==> src/rtl/control_subcmd_readarea_pkg.sv <==
// Shared panel geometry and readarea sub-command types.
package params_pkg;

   localparam int unsigned PIXEL_HEIGHT    = 4;
   localparam int unsigned BYTES_PER_PIXEL = 2;

   localparam int unsigned ROW_BITS    = (PIXEL_HEIGHT > 1) ? $clog2(PIXEL_HEIGHT) : 1;
   localparam int unsigned HEIGHT_BITS = $clog2(PIXEL_HEIGHT + 1);
   localparam int unsigned PIXEL_BITS  = (BYTES_PER_PIXEL > 1) ? $clog2(BYTES_PER_PIXEL) : 1;

   // Cycles from ram_read_enable to valid ram_data_in.
   localparam int unsigned READAREA_RAM_LATENCY = 1;

   typedef enum logic [2:0] {
      IDLE    = 3'd0,
      ISSUE   = 3'd1,
      CAPTURE = 3'd2,
      HOLD    = 3'd3,
      DONE    = 3'd4
   } readarea_state_t;

endpackage

==> src/rtl/control_subcmd_readarea_scan.sv <==
// Clipped rectangle scanner: row/column/pixel down-counters walking a region
// from its bottom-right byte back to its top-left byte.
module rect_scan_counter
   import params_pkg::*;
#(
   parameter  int unsigned PIXEL_WIDTH = 64,
   localparam int unsigned CB = (PIXEL_WIDTH > 1) ? $clog2(PIXEL_WIDTH) : 1,
   localparam int unsigned WB = $clog2(PIXEL_WIDTH + 1)
) (
   input  logic                   clk,
   input  logic                   reset,
   input  logic                   load,
   input  logic                   step,
   input  logic [CB-1:0]          x1,
   input  logic [ROW_BITS-1:0]    y1,
   input  logic [WB-1:0]          width,
   input  logic [HEIGHT_BITS-1:0] height,
   output logic [ROW_BITS-1:0]    row,
   output logic [CB-1:0]          column,
   output logic [PIXEL_BITS-1:0]  pixel,
   output logic                   last_c
);

   logic [CB-1:0]       x1_q;
   logic [ROW_BITS-1:0] y1_q;
   logic [CB-1:0]       last_col_q;
   logic [CB+1:0]       col_end;
   logic [ROW_BITS+1:0] row_end;
   logic [CB-1:0]       last_col_c;
   logic [ROW_BITS-1:0] last_row_c;

   // Exclusive region end computed two bits wide, then clipped to the panel.
   always_comb begin
      col_end    = (CB+2)'(x1) + (CB+2)'(width);
      row_end    = (ROW_BITS+2)'(y1) + (ROW_BITS+2)'(height);
      last_col_c = x1;
      last_row_c = y1;
      if (width != '0) begin
         if (col_end > (CB+2)'(PIXEL_WIDTH)) last_col_c = CB'(PIXEL_WIDTH - 1);
         else                                last_col_c = CB'(col_end - (CB+2)'(1));
      end
      if (height != '0) begin
         if (row_end > (ROW_BITS+2)'(PIXEL_HEIGHT)) last_row_c = ROW_BITS'(PIXEL_HEIGHT - 1);
         else                                       last_row_c = ROW_BITS'(row_end - (ROW_BITS+2)'(1));
      end
   end

   assign last_c = (row == y1_q) && (column == x1_q) && (pixel == '0);

   // Pixel, then column, then row; each stops at its lower limit.
   always_ff @(posedge clk) begin
      if (reset) begin
         row        <= '0;
         column     <= '0;
         pixel      <= '0;
         x1_q       <= '0;
         y1_q       <= '0;
         last_col_q <= '0;
      end else if (load) begin
         x1_q       <= x1;
         y1_q       <= y1;
         last_col_q <= last_col_c;
         row        <= last_row_c;
         column     <= last_col_c;
         pixel      <= PIXEL_BITS'(BYTES_PER_PIXEL - 1);
      end else if (step) begin
         if (pixel != '0) begin
            pixel <= pixel - PIXEL_BITS'(1);
         end else if (column != x1_q) begin
            column <= column - CB'(1);
            pixel  <= PIXEL_BITS'(BYTES_PER_PIXEL - 1);
         end else if (row != y1_q) begin
            row    <= row - ROW_BITS'(1);
            column <= last_col_q;
            pixel  <= PIXEL_BITS'(BYTES_PER_PIXEL - 1);
         end
      end
   end

endmodule

==> src/rtl/control_subcmd_readarea.sv <==
// Readarea sub-command: reads a clipped framebuffer rectangle and streams it
// out byte by byte over valid/ready, in the same order a fill writes it.
module control_subcmd_readarea
   import params_pkg::*;
#(
   parameter  int unsigned PIXEL_WIDTH = 64,
   localparam int unsigned CB = (PIXEL_WIDTH > 1) ? $clog2(PIXEL_WIDTH) : 1,
   localparam int unsigned WB = $clog2(PIXEL_WIDTH + 1)
) (
   input  logic                   clk,
   input  logic                   reset,
   input  logic                   enable,
   input  logic                   ack,
   input  logic [CB-1:0]          x1,
   input  logic [ROW_BITS-1:0]    y1,
   input  logic [WB-1:0]          width,
   input  logic [HEIGHT_BITS-1:0] height,
   output logic [ROW_BITS-1:0]    row,
   output logic [CB-1:0]          column,
   output logic [PIXEL_BITS-1:0]  pixel,
   output logic                   ram_read_enable,
   output logic                   ram_access_start,
   input  logic [7:0]             ram_data_in,
   output logic [7:0]             data_out,
   output logic                   data_valid,
   input  logic                   data_ready,
   output logic                   done
);

   readarea_state_t state, next_state;
   logic enable_q;
   logic start_c;
   logic load_c;
   logic step_c;
   logic last_c;

   // A new command needs a rising edge of enable.
   assign start_c = enable && !enable_q;

   rect_scan_counter #(.PIXEL_WIDTH(PIXEL_WIDTH)) u_scan (
      .clk    (clk),
      .reset  (reset),
      .load   (load_c),
      .step   (step_c),
      .x1     (x1),
      .y1     (y1),
      .width  (width),
      .height (height),
      .row    (row),
      .column (column),
      .pixel  (pixel),
      .last_c (last_c)
   );

   always_comb begin
      next_state = state;
      load_c     = 1'b0;
      step_c     = 1'b0;
      unique case (state)
         IDLE: begin
            if (start_c) begin
               load_c     = 1'b1;
               next_state = (width == '0 || height == '0) ? DONE : ISSUE;
            end
         end
         ISSUE:   next_state = enable ? CAPTURE : IDLE;
         CAPTURE: next_state = enable ? HOLD : IDLE;
         HOLD: begin
            if (!enable) begin
               next_state = IDLE;
            end else if (data_ready) begin
               if (last_c) begin
                  next_state = DONE;
               end else begin
                  step_c     = 1'b1;
                  next_state = ISSUE;
               end
            end
         end
         DONE:    if (ack) next_state = IDLE;
         default: next_state = IDLE;
      endcase
   end

   // Outputs are registered from the upcoming state so they align with it.
   always_ff @(posedge clk) begin
      if (reset) begin
         state            <= IDLE;
         enable_q         <= 1'b0;
         ram_read_enable  <= 1'b0;
         ram_access_start <= 1'b0;
         data_out         <= '0;
         data_valid       <= 1'b0;
         done             <= 1'b0;
      end else begin
         state            <= next_state;
         enable_q         <= enable;
         ram_read_enable  <= (next_state == ISSUE);
         ram_access_start <= (state == IDLE) && (next_state == ISSUE);
         data_valid       <= (next_state == HOLD);
         done             <= (next_state == DONE);
         if (state == CAPTURE && next_state == HOLD) data_out <= ram_data_in;
      end
   end

endmodule

==> config.mk <==
export PLATFORM = sky130hd
export DESIGN_NAME = control_subcmd_readarea
export DESIGN_NICKNAME = d
export VERILOG_FILES = /design/src/rtl/control_subcmd_readarea_pkg.sv /design/src/rtl/control_subcmd_readarea_scan.sv /design/src/rtl/control_subcmd_readarea.sv
export SDC_FILE = /design/constraint.sdc
export NUM_CORES = 1
export LEC_CHECK = 0
export CORE_UTILIZATION = 63
export CTS_CLUSTER_SIZE = 8
export DETAILED_ROUTE_END_ITERATION = 12
export DONT_BUFFER_PORTS = 1
export PLACE_DENSITY = 0.76
export RECOVER_POWER = 25
export SLEW_MARGIN = 20
export SYNTH_ARGS = -nofsm -noshare
export SYNTH_HDL_FRONTEND = slang
export SYNTH_SLANG_ARGS = --single-unit
export TNS_END_PERCENT = 5
==> constraint.sdc <==
create_clock -name clk -period 2.94 [get_ports clk]
set_clock_uncertainty 0.2 [all_clocks]
set_input_delay 0.441 -clock clk [delete_from_list [all_inputs] [get_ports clk]]
set_output_delay 0.441 -clock clk [all_outputs]
set_load 0.01 [all_outputs]
## After elaboration in Yosys (flattened, before gate mapping)

Index checks and enable logic that the tools add are counted.

| word-level totals | value |
|---|---|
| register bits after elaboration | 39 |
| input port bits | 31 |
| output and inout port bits | 21 |
| logic and storage cells | 87 |

| operators by class | value |
|---|---|
| add/sub/neg operators | 7 |
| magnitude comparators | 2 |
| equality and inequality tests | 13 |
| mux-type cells | 34 |
| bitwise logic cells | 1 |
| reductions and logical operators | 17 |

Operator list:

| cell | count |
|---|---|
| $mux W6 | 7 |
| $mux W2 | 9 |
| $mux W3 | 6 |
| $pmux W3 S5 | 1 |
| $sub A6 B1 Y6 const B | 2 |
| $mux W1 | 11 |
| $eq A3 B2 Y1 const B | 3 |
| $add A6 B7 Y8 | 1 |
| $gt A8 B7 Y1 const B | 1 |
| $logic_not A7 Y1 | 1 |
| $reduce_bool A7 Y1 | 1 |
| $eq A3 B1 Y1 const B | 2 |
| $eq A3 B3 Y1 const B | 2 |
| $eq A6 B6 Y1 | 1 |
| $logic_not A3 Y1 | 2 |
| $ne A6 B6 Y1 | 1 |
| $reduce_bool A3 Y1 | 2 |
| $logic_and A1 B1 Y1 | 5 |
| $add A2 B3 Y4 | 1 |
| $gt A4 B3 Y1 const B | 1 |
| $ne A2 B2 Y1 const B | 2 |
| $reduce_and A4 Y1 | 1 |
| $reduce_bool A2 Y1 | 2 |
| $sub A2 B1 Y2 const B | 2 |
| other kinds (7) | 7 |

## Longest topological paths before layout

| depth | value |
|---|---|
| word-level depth | 9 |
| depth in mapped cells | 9 |
| mapped depth without buffers | 9 |

## Cells and area by module

A second synthesis with hierarchy kept.

| unflattened totals | value |
|---|---|
| cell total of the unflattened synthesis | 277 |
| area, all modules | 2,369.8 µm² |

By module, submodules not included:

| module | times used | cells each | area an instance (µm²) | seq. area each (µm²) |
|---|---|---|---|---|
| rect_scan_counter | 1 | 214 | 1,741.7 | 460.4 |
| control_subcmd_readarea | 1 | 63 | 628.1 | 320.3 |

## Worst setup path before layout

OpenSTA, ideal clock, no wires.

| path | value |
|---|---|
| path type | input to register |
| start | in width[0] |
| end | reg u_scan.column[3] |
| setup time | 132 ps |
| arrival time | 2,318 ps |
| data required time | 2,608 ps |
| setup slack | 289 ps |
| stages on the path | 8 |
| buffers on the path | 0 |
| path through | ha_1 > fa_1 > a211oi_2 > o21ba_2 > nor2_1 > o41ai_4 > a31o_2 > a311oi_1 |

| between the ends | value |
|---|---|
| word-level cells in the longest chain between the ends | 5 |
| elaborated cells on any way between the ends | 7 |
| those cells by class | add/sub: 2; order compare: 1; mux: 3; reduce/logical: 1 |

Ends and longest elaborated chain:

| element | line | source |
|---|---|---|
| start: declaration | control_subcmd_readarea.sv:16 | `input logic [WB-1:0] width,` |
| $add A6 B7 Y8 | control_subcmd_readarea_scan.sv:34 | `col_end = (CB+2)'(x1) + (CB+2)'(width);` |
| $gt A8 B7 Y1 / $sub A6 B1 Y6 (equally long branches) | control_subcmd_readarea_scan.sv:39, control_subcmd_readarea_scan.sv:40 |  |
| $mux W6 | control_subcmd_readarea_scan.sv:39 | `if (col_end > (CB+2)'(PIXEL_WIDTH)) last_col_c = CB'(PIXEL_WIDTH - 1);` |
| $mux W6 (*) | control_subcmd_readarea_scan.sv:38 | `if (width != '0) begin` |
| $mux W6 (*) | control_subcmd_readarea_scan.sv:59 | `end else if (load) begin` |
| end signal: assignment | control_subcmd_readarea_scan.sv:64 | `column <= last_col_c;` |
| end signal: assignment | control_subcmd_readarea_scan.sv:70 | `column <= column - CB'(1);` |
| end signal: assignment | control_subcmd_readarea_scan.sv:74 | `column <= last_col_q;` |
| end: declaration | control_subcmd_readarea_scan.sv:19 | `output logic [CB-1:0] column,` |

Mark *: on every way between the ends. The rest lies on a longest branch, timed or not.
A chain may end at the register's enable or synchronous reset.

## Worst setup path in the final report

| path | value |
|---|---|
| start | in width[0] |
| end | reg u_scan.column[5] |

Same word-level chain as after synthesis.

==> reports/results.ini <==
[routing]
drc=0
firstDrtPassIters=4
drt_iter0_drc=149
avgViaCountPerCell=6.22
drt-total-wl_mm=5.53
vias=2101
postRouteAntennaNets=0
wire_per_inst_microns=16.4

[synthesis]
syn_area_sq_mm=0.00235
synth_cells=287
synth_edf_count=0
synth_seq_area_share_pct=33.3
async_reset_ff_share_pct=0
syn_avg_cell_area_sq_um=8.17
synth-main-ff-cell=dfxtp_1
yosys_warnings=0
synthDistinctLibCells=51
syn_nets=332
ys_ff_latch=39

[worst_setup_path]
cp.arrival_ns=2.54
r2r-end=u_scan.column[5]
path_max_fanout=4
crit_start=width[0]
setup.reg_to_reg.worst_slack_ns=0.58
critPathBufInv=0
rr_startpoint=u_scan.column[2]
crit_path_top_delay_cell=o311ai_0
reg2regPathDepth=6
crit_type=primary input to flop
worstSetupEndpointType=flop
start_kind=primary input
crit_cells=8
crit_required_ns=2.89
critical_path.endpoint=u_scan.column[5]
cpPeakStageDelay_ns=0.47
critPathTopFamily=compound AO/OA/AOI/OAI gates
worstPathCellList=ha_1, fa_1, a211oi_2, o21ba_2, o22a_1, a31oi_1, o311ai_0, o211ai_1

[global_routing]
grt_usage_pct=28.9
grt_pass1_wl_mm=9.14
grt_pass1_vias=2020
grt-ovfl-total=0
grt_max_degree=32
antenna_found_initial=0

[sta]
hold_violations=0
setup_violations=0
rsz0062_at_grt=no
max_slew.worst_pin.slew_ns=0.474
min_period_ns=2.59
slew_headroom_pct=68.0
final_max_slew_viol_count=0
fin_tns_setup_ns=0
fmax_mhz=386
whs_ns=0.0159
finalCritPeriodShare_pct=88.0

[cts]
cts_tree=yes
clkTransAtPathRegs_ns=0.08
cts_buffer_depth=2
clkLatencyLatePin_ns=0.29
htree_num_levels=2
cts-root-buf=clkbuf_8
post-cts-setup-buffer-count=0
numCtsBuffers=5
clock-sinks=39

[floorplan]
io_pins=52
die_h_microns=63.0
rows=21
die-width_microns=63.0
die_area_sq_mm=0.00397
core_sq_mm=0.00344
start_util_pct=68.2

[worst_hold_path]
hold_path_class=primary input to flop

[pwr]
pwr_density_cell_mw_per_mm2=565
vdd_ir_drop_max_v=0.000428
p_leak_nw=0.961

[final_layout]
area_delta_synth_final_pct=8.00
layout-drive-gt1-share_pct=10.6
nets=337
post-route-util_pct=73.6
n_antenna_cell=0
final_cell_mix=39 x nand2_1, 39 x dfxtp_1, 29 x a21oi_1, 22 x o21ai_0, 21 x nor2_1

[job]
max_cap_viol_count=0

[placed_design]
numPortBuffers=0
place_hpwl_mm=4.00
globalplace.congestion=0.894

[outcome]
status=finished clean

[worst register-to-register path, delay by kind of cell, from the launching register on]
| kind | cells | cell delay (ns) |
|---|---|---|
| and+or+nand+nor | 2 | 0.63 |
| DFF | 1 | 0.55 |
| muxes | 1 | 0.33 |
| xor gates and xnor gates | 1 | 0.18 |
| AOI/OAI and AO/OA | 2 | 0.33 |
[state kept, by name, summed over array words and instances, names as in the netlist, 2 cells and up]
name,count
u_scan.column,6
data_out,8
u_scan.last_col_q,6
state,3
u_scan.y1_q,2
u_scan.x1_q,6
u_scan.row,2
[cell families after synthesis]
kind of cell	count (synthesis)	share of synthesized area [%]
simple gates	106	23.0
compound gates	90	25.2
flops	39	33.3
buf+inv	19	3.20
xor+xnor	18	6.72
fa+ha+maj	14	8.11
mux	1	0.480
[synthesized netlist by cell type (2+ instances only)]
master / count / area share, %
nand3b_1: 3 / 0.96
fa_1: 2 / 1.7
xor2_1: 4 / 1.5
or3b_2: 2 / 0.75
nor3_1: 8 / 1.7
o21ba_2: 2 / 0.85
a21oi_1: 29 / 6.2
o31ai_1: 2 / 0.64
o221ai_1: 3 / 1.1
o21ai_1: 2 / 0.43
nand2_1: 39 / 6.2
nand3_1: 5 / 1.1
nor3b_1: 2 / 0.64
o21a_1: 4 / 1.3
xnor2_1: 14 / 5.2
a31oi_1: 5 / 1.3
ha_1: 12 / 6.4
o21ai_0: 22 / 4.7
or3_1: 2 / 0.53
o211ai_1: 4 / 1.3
dfxtp_1: 39 / 33
nand2b_1: 6 / 1.6
a21o_1: 4 / 1.3
nor2_1: 21 / 3.4
inv_1: 10 / 1.6
a211oi_2: 2 / 1.1
a31o_2: 2 / 0.75
nor4_1: 5 / 1.3
clkbuf_1: 8 / 1.3
nor4b_1: 2 / 0.75
or4_1: 2 / 0.64
[power by group]
group	leakage, nW	internal, mW	total, mW	switching, mW
logic	0.590	0.164	0.367	0.203
registers	0.320	0.570	0.631	0.0609
clock network	0.0502	0.248	0.434	0.186
total	0.961	0.982	1.43	0.450
[how the worst min path moves through the flow]
stage | slack (ns) | cells after the start | startpoint | end
floorplan | 0.22 | 2 | u_scan.last_col_q[4] | u_scan.last_col_q[4]
global placement | 0.24 | 2 | u_scan.last_col_q[3] | u_scan.last_col_q[3]
finish | 0.02 | 1 | reset | u_scan.column[3]
CTS | 0.005 | 1 | reset | u_scan.x1_q[4]
global route | 0.0002 | 1 | reset | data_out[2]
detailed placement | 0.24 | 2 | u_scan.last_col_q[4] | u_scan.last_col_q[4]
[stage by stage]
| step | std cells | setup WS (ns) | total power, mW | area (sq um) |
|---|---|---|---|---|
| final | 338 | 0.352 | 1.43 | 2530 |
| after global routing | 338 | 0.188 | 1.50 | 2530 |
| after CTS | 337 | 0.401 | 1.43 | 2520 |
| after detailed placement | 330 | 0.102 | 0.999 | 2420 |
| after global placement | 330 | 0.148 | 0.994 | 2420 |
| after floorplan | 287 | 0.289 | 0.928 | 2350 |
[per-layer routing]
layer	up-vias	track usage, %	wire length, microns
met2	75	46.0	2570
met4	0	12.5	98
met3	11	5.47	340
li1	1045	-	-
met1	970	37.8	2520
met5	-	0	0
[layout make-up]
type,count,area (sq um)
clock buffer,5,68.8
clock inverter,2,37.5
fill,274,908
inverter,10,37.5
multi-input combinational,229,1500
sequential,39,781
tap,46,57.6
timing repair buffer,7,55.1
[what timing repair did]
item | in CTS | in global routing
gates resized for setup | 0 | 0
hold buffers | 0 | 1
hold endpoints to repair | 0 | 5
No activity file was read; power rests on OpenSTA's default activity.
